`src/rtl/instr_sequencer_pkg.sv`:
```
// Shared definitions for the byte-coded instruction sequencer: opcodes,
// FSM state encoding and the opcode-to-operand-count decoder.
package instr_pkg;

    localparam logic [7:0] OPC_UNARY  = 8'h01;
    localparam logic [7:0] OPC_BINARY = 8'h02;
    localparam logic [7:0] OPC_ACC    = 8'h03;
    localparam logic [7:0] OPC_JMP    = 8'h04;
    localparam logic [7:0] OPC_JZ     = 8'h05;
    localparam logic [7:0] OPC_HALT   = 8'hFF;

    typedef enum logic [2:0] {
        ST_IDLE      = 3'd0,
        ST_FETCH_OPC = 3'd1,
        ST_FETCH_ARG = 3'd2,
        ST_ISSUE     = 3'd3,
        ST_WAIT_ALU  = 3'd4,
        ST_HALT      = 3'd5
    } state_t;

    // Operand byte count; zero means the opcode carries no operands (HALT or undefined).
    function automatic logic [1:0] instr_len(input logic [7:0] opc);
        logic [1:0] len;
        case (opc)
            OPC_UNARY:  len = 2'd2;
            OPC_BINARY: len = 2'd3;
            OPC_ACC:    len = 2'd2;
            OPC_JMP:    len = 2'd2;
            OPC_JZ:     len = 2'd2;
            default:    len = 2'd0;
        endcase
        return len;
    endfunction

    function automatic logic uses_alu(input logic [7:0] opc);
        return (opc == OPC_UNARY) || (opc == OPC_BINARY) || (opc == OPC_ACC);
    endfunction

endpackage

```
`src/rtl/instr_sequencer_fetch.sv`:
```
// Program counter and two-cycle byte fetch sequencing (strobe cycle, then
// capture cycle), including wrap-around and jump loading.
module instr_fetch_unit #(
    parameter int          ADDR_W     = 10,
    parameter int unsigned START_ADDR = 0
) (
    input  logic              clk,
    input  logic              reset,
    input  logic              load,
    input  logic              req,
    input  logic              jump,
    input  logic [ADDR_W-1:0] jump_target,
    output logic [ADDR_W-1:0] mem_addr,
    output logic              mem_rd_en,
    output logic              byte_valid
);

    localparam logic [ADDR_W-1:0] START_PC = ADDR_W'(START_ADDR);
    localparam logic [ADDR_W-1:0] PC_STEP  = ADDR_W'(1'b1);

    logic [ADDR_W-1:0] pc_r;
    logic              phase_r;

    // PC and fetch phase; the PC advances (or jumps) only in the capture cycle.
    always_ff @(posedge clk) begin
        if (reset) begin
            pc_r    <= START_PC;
            phase_r <= 1'b0;
        end else if (load) begin
            pc_r    <= START_PC;
            phase_r <= 1'b0;
        end else if (req && !phase_r) begin
            phase_r <= 1'b1;
        end else if (req && phase_r) begin
            phase_r <= 1'b0;
            pc_r    <= jump ? jump_target : (pc_r + PC_STEP);
        end else begin
            phase_r <= 1'b0;
        end
    end

    // Memory strobe and capture qualifier decoded from the phase bit.
    always_comb begin
        mem_rd_en  = req && !phase_r;
        byte_valid = req && phase_r;
        if (mem_rd_en) begin
            mem_addr = pc_r;
        end else begin
            mem_addr = '0;
        end
    end

endmodule

```
`src/rtl/instr_sequencer.sv`:
```
// Instruction sequencer: decodes variable-length byte instructions fetched
// from program memory and drives the ALU over a start/done handshake.
module instr_sequencer
    import instr_pkg::*;
#(
    parameter int          DATA_W     = 8,
    parameter int          ADDR_W     = 10,
    parameter int          OP_W       = 6,
    parameter int unsigned START_ADDR = 0
) (
    input  logic              clk,
    input  logic              reset,
    input  logic              start,
    output logic [ADDR_W-1:0] mem_addr,
    output logic              mem_rd_en,
    input  logic [DATA_W-1:0] mem_rdata,
    output logic              alu_start,
    output logic [OP_W-1:0]   alu_op,
    output logic [DATA_W-1:0] alu_a,
    output logic [DATA_W-1:0] alu_b,
    input  logic [DATA_W-1:0] alu_result,
    input  logic              alu_done,
    output logic [DATA_W-1:0] result,
    output logic              result_valid,
    output logic              running,
    output logic              halted,
    output logic              illegal
);

    state_t            state_r;
    state_t            state_n_s;
    logic [7:0]        opc_r;
    logic [1:0]        arg_cnt_r;
    logic [DATA_W-1:0] lo_r;
    logic [OP_W-1:0]   alu_op_r;
    logic [DATA_W-1:0] alu_a_r;
    logic [DATA_W-1:0] alu_b_r;
    logic [DATA_W-1:0] result_r;
    logic              result_valid_r;
    logic              zero_r;
    logic              illegal_r;

    logic              fetch_req_s;
    logic              load_s;
    logic              jump_s;
    logic              byte_valid_s;
    logic              last_arg_s;
    logic              opc_cap_s;
    logic              arg_cap_s;
    logic              done_s;
    logic [7:0]        opc_byte_s;
    logic [ADDR_W-1:0] jump_target_s;

    assign opc_byte_s    = mem_rdata[7:0];
    assign jump_target_s = ADDR_W'({mem_rdata, lo_r});

    instr_fetch_unit #(
        .ADDR_W     (ADDR_W),
        .START_ADDR (START_ADDR)
    ) u_fetch (
        .clk         (clk),
        .reset       (reset),
        .load        (load_s),
        .req         (fetch_req_s),
        .jump        (jump_s),
        .jump_target (jump_target_s),
        .mem_addr    (mem_addr),
        .mem_rd_en   (mem_rd_en),
        .byte_valid  (byte_valid_s)
    );

    // FSM state register.
    always_ff @(posedge clk) begin
        if (reset) begin
            state_r <= ST_IDLE;
        end else begin
            state_r <= state_n_s;
        end
    end

    // Next-state logic, fetch control and capture strobes.
    always_comb begin
        state_n_s   = state_r;
        fetch_req_s = 1'b0;
        load_s      = 1'b0;
        jump_s      = 1'b0;
        opc_cap_s   = 1'b0;
        arg_cap_s   = 1'b0;
        done_s      = 1'b0;
        last_arg_s  = (arg_cnt_r == (instr_len(opc_r) - 2'd1));
        case (state_r)
            ST_IDLE, ST_HALT: begin
                if (start) begin
                    load_s    = 1'b1;
                    state_n_s = ST_FETCH_OPC;
                end else begin
                    state_n_s = state_r;
                end
            end
            ST_FETCH_OPC: begin
                fetch_req_s = 1'b1;
                opc_cap_s   = byte_valid_s;
                if (byte_valid_s) begin
                    if (instr_len(opc_byte_s) != 2'd0) begin
                        state_n_s = ST_FETCH_ARG;
                    end else begin
                        state_n_s = ST_HALT;
                    end
                end else begin
                    state_n_s = state_r;
                end
            end
            ST_FETCH_ARG: begin
                fetch_req_s = 1'b1;
                arg_cap_s   = byte_valid_s;
                if (byte_valid_s && last_arg_s) begin
                    if (uses_alu(opc_r)) begin
                        state_n_s = ST_ISSUE;
                    end else begin
                        // Jump target high byte is on mem_rdata right now.
                        jump_s    = (opc_r == OPC_JMP) || ((opc_r == OPC_JZ) && zero_r);
                        state_n_s = ST_FETCH_OPC;
                    end
                end else begin
                    state_n_s = state_r;
                end
            end
            ST_ISSUE: begin
                state_n_s = ST_WAIT_ALU;
            end
            ST_WAIT_ALU: begin
                done_s = alu_done;
                if (alu_done) begin
                    state_n_s = ST_FETCH_OPC;
                end else begin
                    state_n_s = state_r;
                end
            end
            default: begin
                state_n_s = ST_IDLE;
            end
        endcase
    end

    // Operand capture, accumulator, zero flag and sticky illegal flag.
    always_ff @(posedge clk) begin
        if (reset) begin
            opc_r          <= 8'h00;
            arg_cnt_r      <= 2'd0;
            lo_r           <= '0;
            alu_op_r       <= '0;
            alu_a_r        <= '0;
            alu_b_r        <= '0;
            result_r       <= '0;
            result_valid_r <= 1'b0;
            zero_r         <= 1'b0;
            illegal_r      <= 1'b0;
        end else begin
            result_valid_r <= 1'b0;
            if (load_s) begin
                illegal_r <= 1'b0;
            end
            if (opc_cap_s) begin
                opc_r     <= opc_byte_s;
                arg_cnt_r <= 2'd0;
                if ((instr_len(opc_byte_s) == 2'd0) && (opc_byte_s != OPC_HALT)) begin
                    illegal_r <= 1'b1;
                end
            end
            if (arg_cap_s) begin
                arg_cnt_r <= arg_cnt_r + 2'd1;
                case (opc_r)
                    OPC_UNARY: begin
                        if (arg_cnt_r == 2'd0) begin
                            alu_op_r <= mem_rdata[OP_W-1:0];
                        end else begin
                            alu_a_r <= mem_rdata;
                            alu_b_r <= '0;
                        end
                    end
                    OPC_BINARY: begin
                        if (arg_cnt_r == 2'd0) begin
                            alu_op_r <= mem_rdata[OP_W-1:0];
                        end else if (arg_cnt_r == 2'd1) begin
                            alu_a_r <= mem_rdata;
                        end else begin
                            alu_b_r <= mem_rdata;
                        end
                    end
                    OPC_ACC: begin
                        if (arg_cnt_r == 2'd0) begin
                            alu_op_r <= mem_rdata[OP_W-1:0];
                        end else begin
                            alu_a_r <= result_r;
                            alu_b_r <= mem_rdata;
                        end
                    end
                    default: begin
                        lo_r <= mem_rdata;
                    end
                endcase
            end
            if (done_s) begin
                result_r       <= alu_result;
                zero_r         <= (alu_result == '0);
                result_valid_r <= 1'b1;
            end
        end
    end

    assign alu_start    = (state_r == ST_ISSUE);
    assign alu_op       = alu_op_r;
    assign alu_a        = alu_a_r;
    assign alu_b        = alu_b_r;
    assign result       = result_r;
    assign result_valid = result_valid_r;
    assign running      = (state_r != ST_IDLE) && (state_r != ST_HALT);
    assign halted       = (state_r == ST_HALT);
    assign illegal      = illegal_r;

endmodule

```
`config.mk`:
```
export PLATFORM = sky130hd
export DESIGN_NAME = instr_sequencer
export DESIGN_NICKNAME = d
export VERILOG_FILES = /design/src/rtl/instr_sequencer_pkg.sv /design/src/rtl/instr_sequencer_fetch.sv /design/src/rtl/instr_sequencer.sv
export SDC_FILE = /design/constraint.sdc
export NUM_CORES = 1
export LEC_CHECK = 0
export BUFFER_PORTS_ARGS = -buffer_cell sky130_fd_sc_hd__buf_2
export CORE_ASPECT_RATIO = 1.2
export CORE_MARGIN = 4
export CORE_UTILIZATION = 52
export CTS_CLUSTER_DIAMETER = 30
export DETAILED_ROUTE_END_ITERATION = 7
export GPL_TIMING_DRIVEN = 0
export PLACE_DENSITY_LB_ADDON = 0.2
export SYNTH_ARGS = -nofsm -noshare
export SYNTH_HDL_FRONTEND = slang
export SYNTH_SLANG_ARGS = --single-unit
```
`constraint.sdc`:
```
create_clock -name clk -period 2.9 [get_ports clk]
set_clock_uncertainty 0.2 [all_clocks]
set_input_delay 0.58 -clock clk [delete_from_list [all_inputs] [get_ports clk]]
set_output_delay 0.58 -clock clk [all_outputs]
set_load 0.03 [all_outputs]
```
# After elaboration in Yosys (flattened, before gate mapping)
# Index checks and enable logic that the tools add are counted.
# word_totals
out_inout_bits	46
word_cells	116
in_bits	20
ff_bits	65
mem_bits_rw	0
latch_bits	0
rom_bits	0
n_memories	0
# classes
n_mul	0
eq_ne	28
magnitude_cmp	0
mux	40
n_div	0
addsub	3
shifts	0
n_reduce_logical	30
bitwise_logic	2
# op_table
operator	n
8-bit 2-to-1 mux	7
8-bit case mux with 3 select lines	2
8-bit by 2-bit equality test with 1-bit output (second input constant)	4
8-bit by 3-bit equality test with 1-bit output (second input constant)	4
10-bit 2-to-1 mux	2
8-bit by 1-bit equality test with 1-bit output (second input constant)	2
2-bit != test (second input constant)	8
3-bit 2-to-1 mux	5
3-bit case mux with 5 select lines	1
1-bit 2-to-1 mux	14
2-bit 2-to-1 mux	7
6-bit AND reduction	2
10-bit by 1-bit adder with 10-bit output (second input constant)	1
8-bit logical NOT	1
8-bit != test (second input constant)	1
2-bit case mux with 2 select lines	2
4-bit OR reduction	2
3-bit by 2-bit equality test with 1-bit output (second input constant)	2
3-bit equality test (second input constant)	2
1-bit logical AND	6
3-bit nonzero test	2
2-bit OR reduction	3
2-bit logical NOT	2
2-bit AND reduction	2
other kinds (15)	19

# Depth between registers and ports, before layout
# Gate-level depths: netlist of run 1.
# logic_depth
depth_word	11
depth_mapped	9

# Cells and area by module
# Synthesis of run 1 repeated with hierarchy kept, for this count alone.
# hier_totals
hier_cells	373
area_unflattened_um2	3173.0
# modules_own_cells
module	seq_area_each_um2	cells_per_inst	instances	area_per_inst_um2
instr_sequencer	1081.0	282	1	2419.8
instr_fetch_unit	220.2	91	1	753.2

# Worst setup path after synthesis of run 1
# Ideal clock, no wire load.
# synth_path
kind	reg-to-output
from	register state_r[1]
to	output mem_addr[0]
required_ns	2.120
path_stages_with_launch	6
arrival_time_ns	1.724
slack_ns	0.396
cell_sequence	dfxtp_1 clkbuf_1 nand2b_1 a21boi_0 clkbuf_1 and2_1
# synth_between
elab_chain_cells	5
# synth_rtl
element	line	source
start, declared	instr_sequencer.sv:30	state_t state_r;
start signal, assigned	instr_sequencer.sv:77	state_r <= state_n_s;
3-bit by 2-bit equality test with 1-bit output or 3-bit by 1-bit equality test with 1-bit output (tied branches)	instr_sequencer.sv:91	case (state_r)
2-bit OR reduction (no source line) *	-	
1-bit 2-to-1 mux *	instr_sequencer.sv:91	
1-bit logical AND *	instr_sequencer_fetch.sv:44	mem_rd_en = req && !phase_r;
net mem_rd_en	instr_sequencer.sv:15	output logic mem_rd_en,
10-bit 2-to-1 mux *	instr_sequencer_fetch.sv:46	if (mem_rd_en) begin
end, declared	instr_sequencer.sv:14	output logic [ADDR_W-1:0] mem_addr,
# The timed path passes the listed nets; every way through them passes the cells marked *.

# Worst setup path after layout of run 1
# layout_path
from	register opc_r[7]
to	register u_fetch.pc_r[9]
# layout_between
elab_chain_cells	9
# layout_rtl
element	line	source
start, declared	instr_sequencer.sv:32	logic [7:0] opc_r;
start signal, assigned	instr_sequencer.sv:164	opc_r <= opc_byte_s;
8-bit by 1-bit equality test with 1-bit output (tied with other cells)	instr_sequencer_pkg.sv:24, instr_sequencer_pkg.sv:36	
4-bit OR reduction (no source line)	-	
2-bit case mux with 2 select lines	instr_sequencer_pkg.sv:24	case (opc)
2-bit by 1-bit subtractor with 2-bit output	instr_sequencer.sv:90	last_arg_s = (arg_cnt_r == (instr_len(opc_r) - 2'd1));
2-bit equality test	instr_sequencer.sv:90	
1-bit logical AND	instr_sequencer.sv:116	if (byte_valid_s && last_arg_s) begin
1-bit 2-to-1 mux *	instr_sequencer.sv:116	
1-bit 2-to-1 mux *	instr_sequencer.sv:91	
10-bit 2-to-1 mux *	instr_sequencer_fetch.sv:36	pc_r <= jump ? jump_target : (pc_r + PC_STEP);
end signal, assigned	instr_sequencer_fetch.sv:36	
end, declared	instr_sequencer_fetch.sv:21	logic [ADDR_W-1:0] pc_r;
# Mark *: on every way between the ends. The rest lies on a longest branch, timed or not.
# A chain may end at the register's enable or synchronous reset.

==> flow_summary.toml, run 1 <==
[synth]
netlist_area_sq_mm = 0.003218
syn_avg_cell_area_sq_um = 7.868
ys_ff_latch = 65
synthCells = 409
syn_nets = 432
yosys-top-cells-area = "dfxtp_1 (40%), mux2i_1 (7.8%), a21oi_1 (6.8%)"
netlist-cell-type-count = 50
synth_top_area_cell = "dfxtp_1"
ys_warn_count = 0
synthArstFlopShare = 0
synth_edf_count = 0
yosysTopAreaCellShare = 0.4044
synthFlopType = "dfxtp_1"
ys_seq_area_frac = 0.4044

[route]
wl_mm = 8.474
via_per_inst = 5.563
drc_errors = 0
dr.first_iter.drc_count = 185
vias = 3154
drtPass1Iterations = 5
post_drt_wl_per_cell_um = 14.95
drtAntennaViolNets = 0

[layout]
layout_commonest_cell = "buf_2"
mostFrequentLayoutCells = "buf_2 (65), dfxtp_1 (63), nand2_1 (50), nor2_1 (48), a21oi_1 (44)"
fin_nets = 503
drive_above_1_share = 0.1897
stdcell_count = 567
antenna_cells = 0
syn2layout_area_growth_pct = 20.80

[setup_path]
critPathLaunchType = "register"
cp_data_required_time_ps = 2920
crit_fanout = 10
arrival_ps = 2660
endpoint_kind = "register"
reg2reg_setup_slack_ps = 250
critical_path_class = "reg -> reg"

[timing]
final-hold-violation-count = 0
rsz0062_at_grt = "no"
max_freq_mhz = 378.0
setup_viol = 0
drv_slew = 0
tns_ps = 0
min_period_ps = 2646
slew_headroom = 0.4242
fin_crit_sh = 0.9123
tightest_slew_ps = 861.4

[power]
power.density_mw_per_mm2 = 544.8
ir_drop_mv = 0.3774
power_leakage_nw = 1.573

[placement]
gp_congestion = 0.8879
io_buffers = 62
post-dp-hpwl_mm = 6.123
dp.cells = 553

[clock_tree]
cts_setup_buffers = 0
holdBufCountCts = 0
cts_tree = "done"
clockBufferDepth = 2
htreeDepth = 3
clk_transition_reported_paths_ps = 70
clock-sinks = 65
insertion_delay_ps = 340
root_buffer = "clkbuf_8"
cts_buffers = 9

[grt]
grt_start_max_net_pins = 12
grt_use_total = 0.2339
grt_pass1_wl_mm = 13.72
grt_antenna_before_repair = 0
grt_pass1_vias = 2871
overflow = 0

[min_path]
hold_path_class = "reg -> reg"

[floorplan]
die_w_um = 79.82
ios = 66
initial_core_util = 0.5353
core_area_sq_mm = 0.006012
die_h_um = 94.18
die_area_sq_mm = 0.007517
row_count = 31

[run_status]
status = "finished, final reports clean"

[flow_run]
cap_viol_max_count = 0
-- metal layers --
metal,track usage,routed length [um],share of wire,vias up
li1,-,-,-,1583
met1,0.2958,3699,0.44,1450
met2,0.3900,4046,0.48,108
met3,0.05854,602,0.071,13
met4,0.07183,126,0.015,0
met5,0,0,0,-
-- repair_timing --
item / in CTS / in global routing
resized for setup: 0 / 5
endpoints found under the hold margin: 0 / 0
pin swaps: 0 / 0
setup endpoints to repair: 8 / 10
-- through the flow --
step | total power, mW | setup slack [ps] | utilization | hold slack, ps | instance area [sq um]
final | 2.118 | 254.3 | 0.6466 | 251.9 | 3887
after global placement | 1.159 | 125.4 | 0.6040 | 238.0 | 3631
after floorplan | 1.089 | 395.8 | - | 230.8 | 3218
after global routing | 2.186 | 27.34 | 0.6466 | 277.9 | 3887
after CTS | 2.124 | 96.28 | 0.6460 | 254.1 | 3884
after detailed placement | 1.165 | 190.8 | 0.6050 | 244.3 | 3637
-- registers in the layout (all words and copies together), names as in the netlist --
name and flops:
u_fetch.pc_r 10, alu_a 8, alu_b 8, lo_r 8
opc_r 8, result 8, alu_op 6, state_r 3
arg_cnt_r 2, illegal 1, result_valid 1, u_fetch.phase_r 1
zero_r 1
-- layout make-up --
type                       instances  area, sq um
fill                             542         2125
multi-input combinational        308         1765
sequential                        65         1304
timing repair buffer              62        310.3
clock buffer                      12        155.1
buffer                            26        121.4
tap                               82        102.6
clock inverter                     4        98.84
inverter                           8        30.03
-- synthesized netlist by cell type (4+ instances only) --
master    number
inv_1          8
and2_1        13
a21oi_1       44
o21ai_0        9
and3_1         9
nor2b_1        5
o211ai_1       9
nand2b_1       4
mux2i_1       25
nor2_1        48
nand3_1       31
nand2_1       50
clkbuf_1      22
dfxtp_1       65
nor3_1        11
nor4_1        10
-- critical path: stages, from the launching register on --
cell and delay (ps):
dfxtp_1 310, or4_1 500, buf_2 180, nor4_1 410
o221a_2 310, o21ai_2 140, buf_2 240, a2bb2oi_1 160
o31ai_1 80
-- power by group --
group	switching (mW)	internal [mW]
sequential	0.0161	0.906
clock	0.351	0.620
combinational	0.158	0.0658
-- kinds of logic after synthesis --
| kind of cell | Yosys count | share of synthesized area |
|---|---|---|
| AND/OR/NAND/NOR | 198 | 0.3025 |
| multiplexers | 25 | 0.07776 |
| XOR/XNOR | 3 | 0.008166 |
| buffers and inverters | 36 | 0.04899 |
| AO/OA/AOI/OAI | 79 | 0.1466 |
| flip-flops | 65 | 0.4044 |
| adder cells (fa/ha/maj) | 3 | 0.01167 |
-- final timing paths --
check | to | cells after the start | startpoint
worst max-delay path | u_fetch.pc_r[9] | 8 | opc_r[7]
worst min-delay path | alu_b[4] | 2 | alu_b[4]
worst max register to register | u_fetch.pc_r[9] | 8 | opc_r[7]
worst min register to register | alu_b[4] | 2 | alu_b[4]
Power figures use the tool's default switching activity.
==> run 2: changes to the inputs <==
PLACE_DENSITY = 0.82   (was default)
PLACE_DENSITY_LB_ADDON = default   (was 0.2)
==> flow_summary.toml, run 2 (synthesized netlist as in run 1, its figures left out) <==
[timing]
setup_viol = 0
final-hold-violation-count = 0
min_period_ps = 2647
slew_headroom = 0.3857
fin_crit_sh = 0.9128
tightest_slew_ps = 919.1
max_freq_mhz = 377.8
fin_ws_ps = 253.0
tns_ps = 0
drv_slew = 0
rsz0062_at_grt = "no"

[min_path]
hold_path_class = "reg -> reg"

[setup_path]
cp_num_buf_inv = 2
cp_data_required_time_ps = 2120
critical_path_class = "reg -> out"
crit_fanout = 11
critPathLaunchType = "register"
worstPathCellList = "nand2b_1 > a21boi_1 > clkbuf_2 > and2_1 > buf_2"
critical_path.top_delay_family = "flip-flops"
reg2reg_setup_slack_ps = 260
endpoint_kind = "primary output"
crit_path_top_delay_cell = "dfxtp_1"
max_stage_delay_ps = 560
arrival_ps = 1870

[grt]
grt_pass1_wl_mm = 14.03
grt_use_total = 0.2369
grt_pass1_vias = 2990
grt_start_max_net_pins = 13
grt_antenna_before_repair = 0
overflow = 0

[floorplan]
core_area_sq_mm = 0.006012
ios = 66
die_area_sq_mm = 0.007517
initial_core_util = 0.5353
die_w_um = 79.82
die_h_um = 94.18
row_count = 31

[route]
dr.first_iter.drc_count = 238
via_per_inst = 5.540
wl_mm = 8.441
drtPass1Iterations = 4
route.met2.wl_mm = 4.120
drc_errors = 0
met3_length_um = 609
drt-met1-wl_mm = 3.564
top_layer = "met4"
post_drt_wl_per_cell_um = 14.89
vias = 3141
drtAntennaViolNets = 0

[power]
clockPowerShare = 0.425
p_sw_mw = 0.5381
power.total_mw = 1.994
ir_drop_mv = 0.4520
power.density_mw_per_mm2 = 517.1
power_frac_comb = 0.113
swShare = 0.2699
seqPwrFrac = 0.462
power_leakage_nw = 1.560
p_int_mw = 1.455

[placement]
gp_congestion = 0.9432
post-place-ws_ps = 223.0
io_buffers = 62
post-dp-hpwl_mm = 6.263

[layout]
largest_register_ffs = 10
drive_above_1_share = 0.1918
top_register = "u_fetch.pc_r"
syn2layout_area_growth_pct = 19.79
mostFrequentLayoutCells = "buf_2 (65), dfxtp_1 (64), nand2_1 (50), nor2_1 (48), a21oi_1 (44)"
layout_commonest_cell = "buf_2"
fin_nets = 503
antenna_cells = 0

[clock_tree]
htreeDepth = 3
insertion_delay_ps = 350
root_buffer = "clkbuf_8"
clockBufferDepth = 2
cts_tree = "done"
cts_buffers = 9
clk_transition_reported_paths_ps = 70
clock-sinks = 65

[flow_run]
cap_viol_max_count = 0

[run_status]
status = "finished, final reports clean"
run 2: path summary, 6_finish.rpt:
| path | cells past startpoint | end | start |
|---|---|---|---|
| hold / removal | 2 | alu_b[6] | alu_b[6] |
| hold reg to reg | 2 | alu_b[6] | alu_b[6] |
| setup / recovery | 5 | mem_addr[7] | state_r[0] |
| setup reg to reg | 8 | alu_a[6] | opc_r[7] |
run 2: power by group through the flow:
| stage | Combinational [mW] | Sequential (mW) | Clock (mW) |
|---|---|---|---|
| finish | 0.225 | 0.922 | 0.847 |
| global placement | 0.223 | 0.934 | 0 |
| floorplan | 0.149 | 0.940 | 0 |
| CTS | 0.222 | 0.921 | 0.855 |
| detailed placement | 0.229 | 0.934 | 0 |
| global route | 0.247 | 0.923 | 0.892 |
run 2: layout make-up:
class / count / area, sq um
repair buffers: 62 / 310.3
well taps: 82 / 102.6
clock inverters: 7 / 92.59
inverters: 8 / 30.03
flip-flops and latches: 65 / 1303
clock buffers: 9 / 123.9
plain buffers: 26 / 121.4
multi-input cells: 308 / 1772
fillers: 506 / 2157
run 2: stage by stage:
stage	std cells	utilization	area [sq um]	hold WS [ps]
floorplan	409	-	3218	230.8
global placement	553	0.6040	3631	238.9
detailed placement	553	0.6050	3637	243.7
CTS	567	0.6398	3846	254.3
global route	567	0.6412	3855	273.6
finish	567	0.6412	3855	253.0
run 2: timing repair:
| action | 4_1_cts | 5_1_grt |
|---|---|---|
| setup buffers | 0 | 0 |
| endpoints found under the setup margin | 9 | 11 |
| resized for setup | 0 | 5 |
| hold buffers | 0 | 0 |
run 2: worst register-to-register path, cell delays in order, from the launching register on:
cell and delay [ps]:
dfxtp_1 320, or4_1 500, buf_2 180, or3_1 340
or4_4 490, buf_6 150, buf_8 130, a21oi_1 170
nor2_1 50
run 2: layer usage:
metal / track usage / up-vias
met5: 0 / -
li1: - / 1579
met2: 0.3955 / 97
met3: 0.07294 / 19
met1: 0.2810 / 1446
met4: 0.09577 / 0
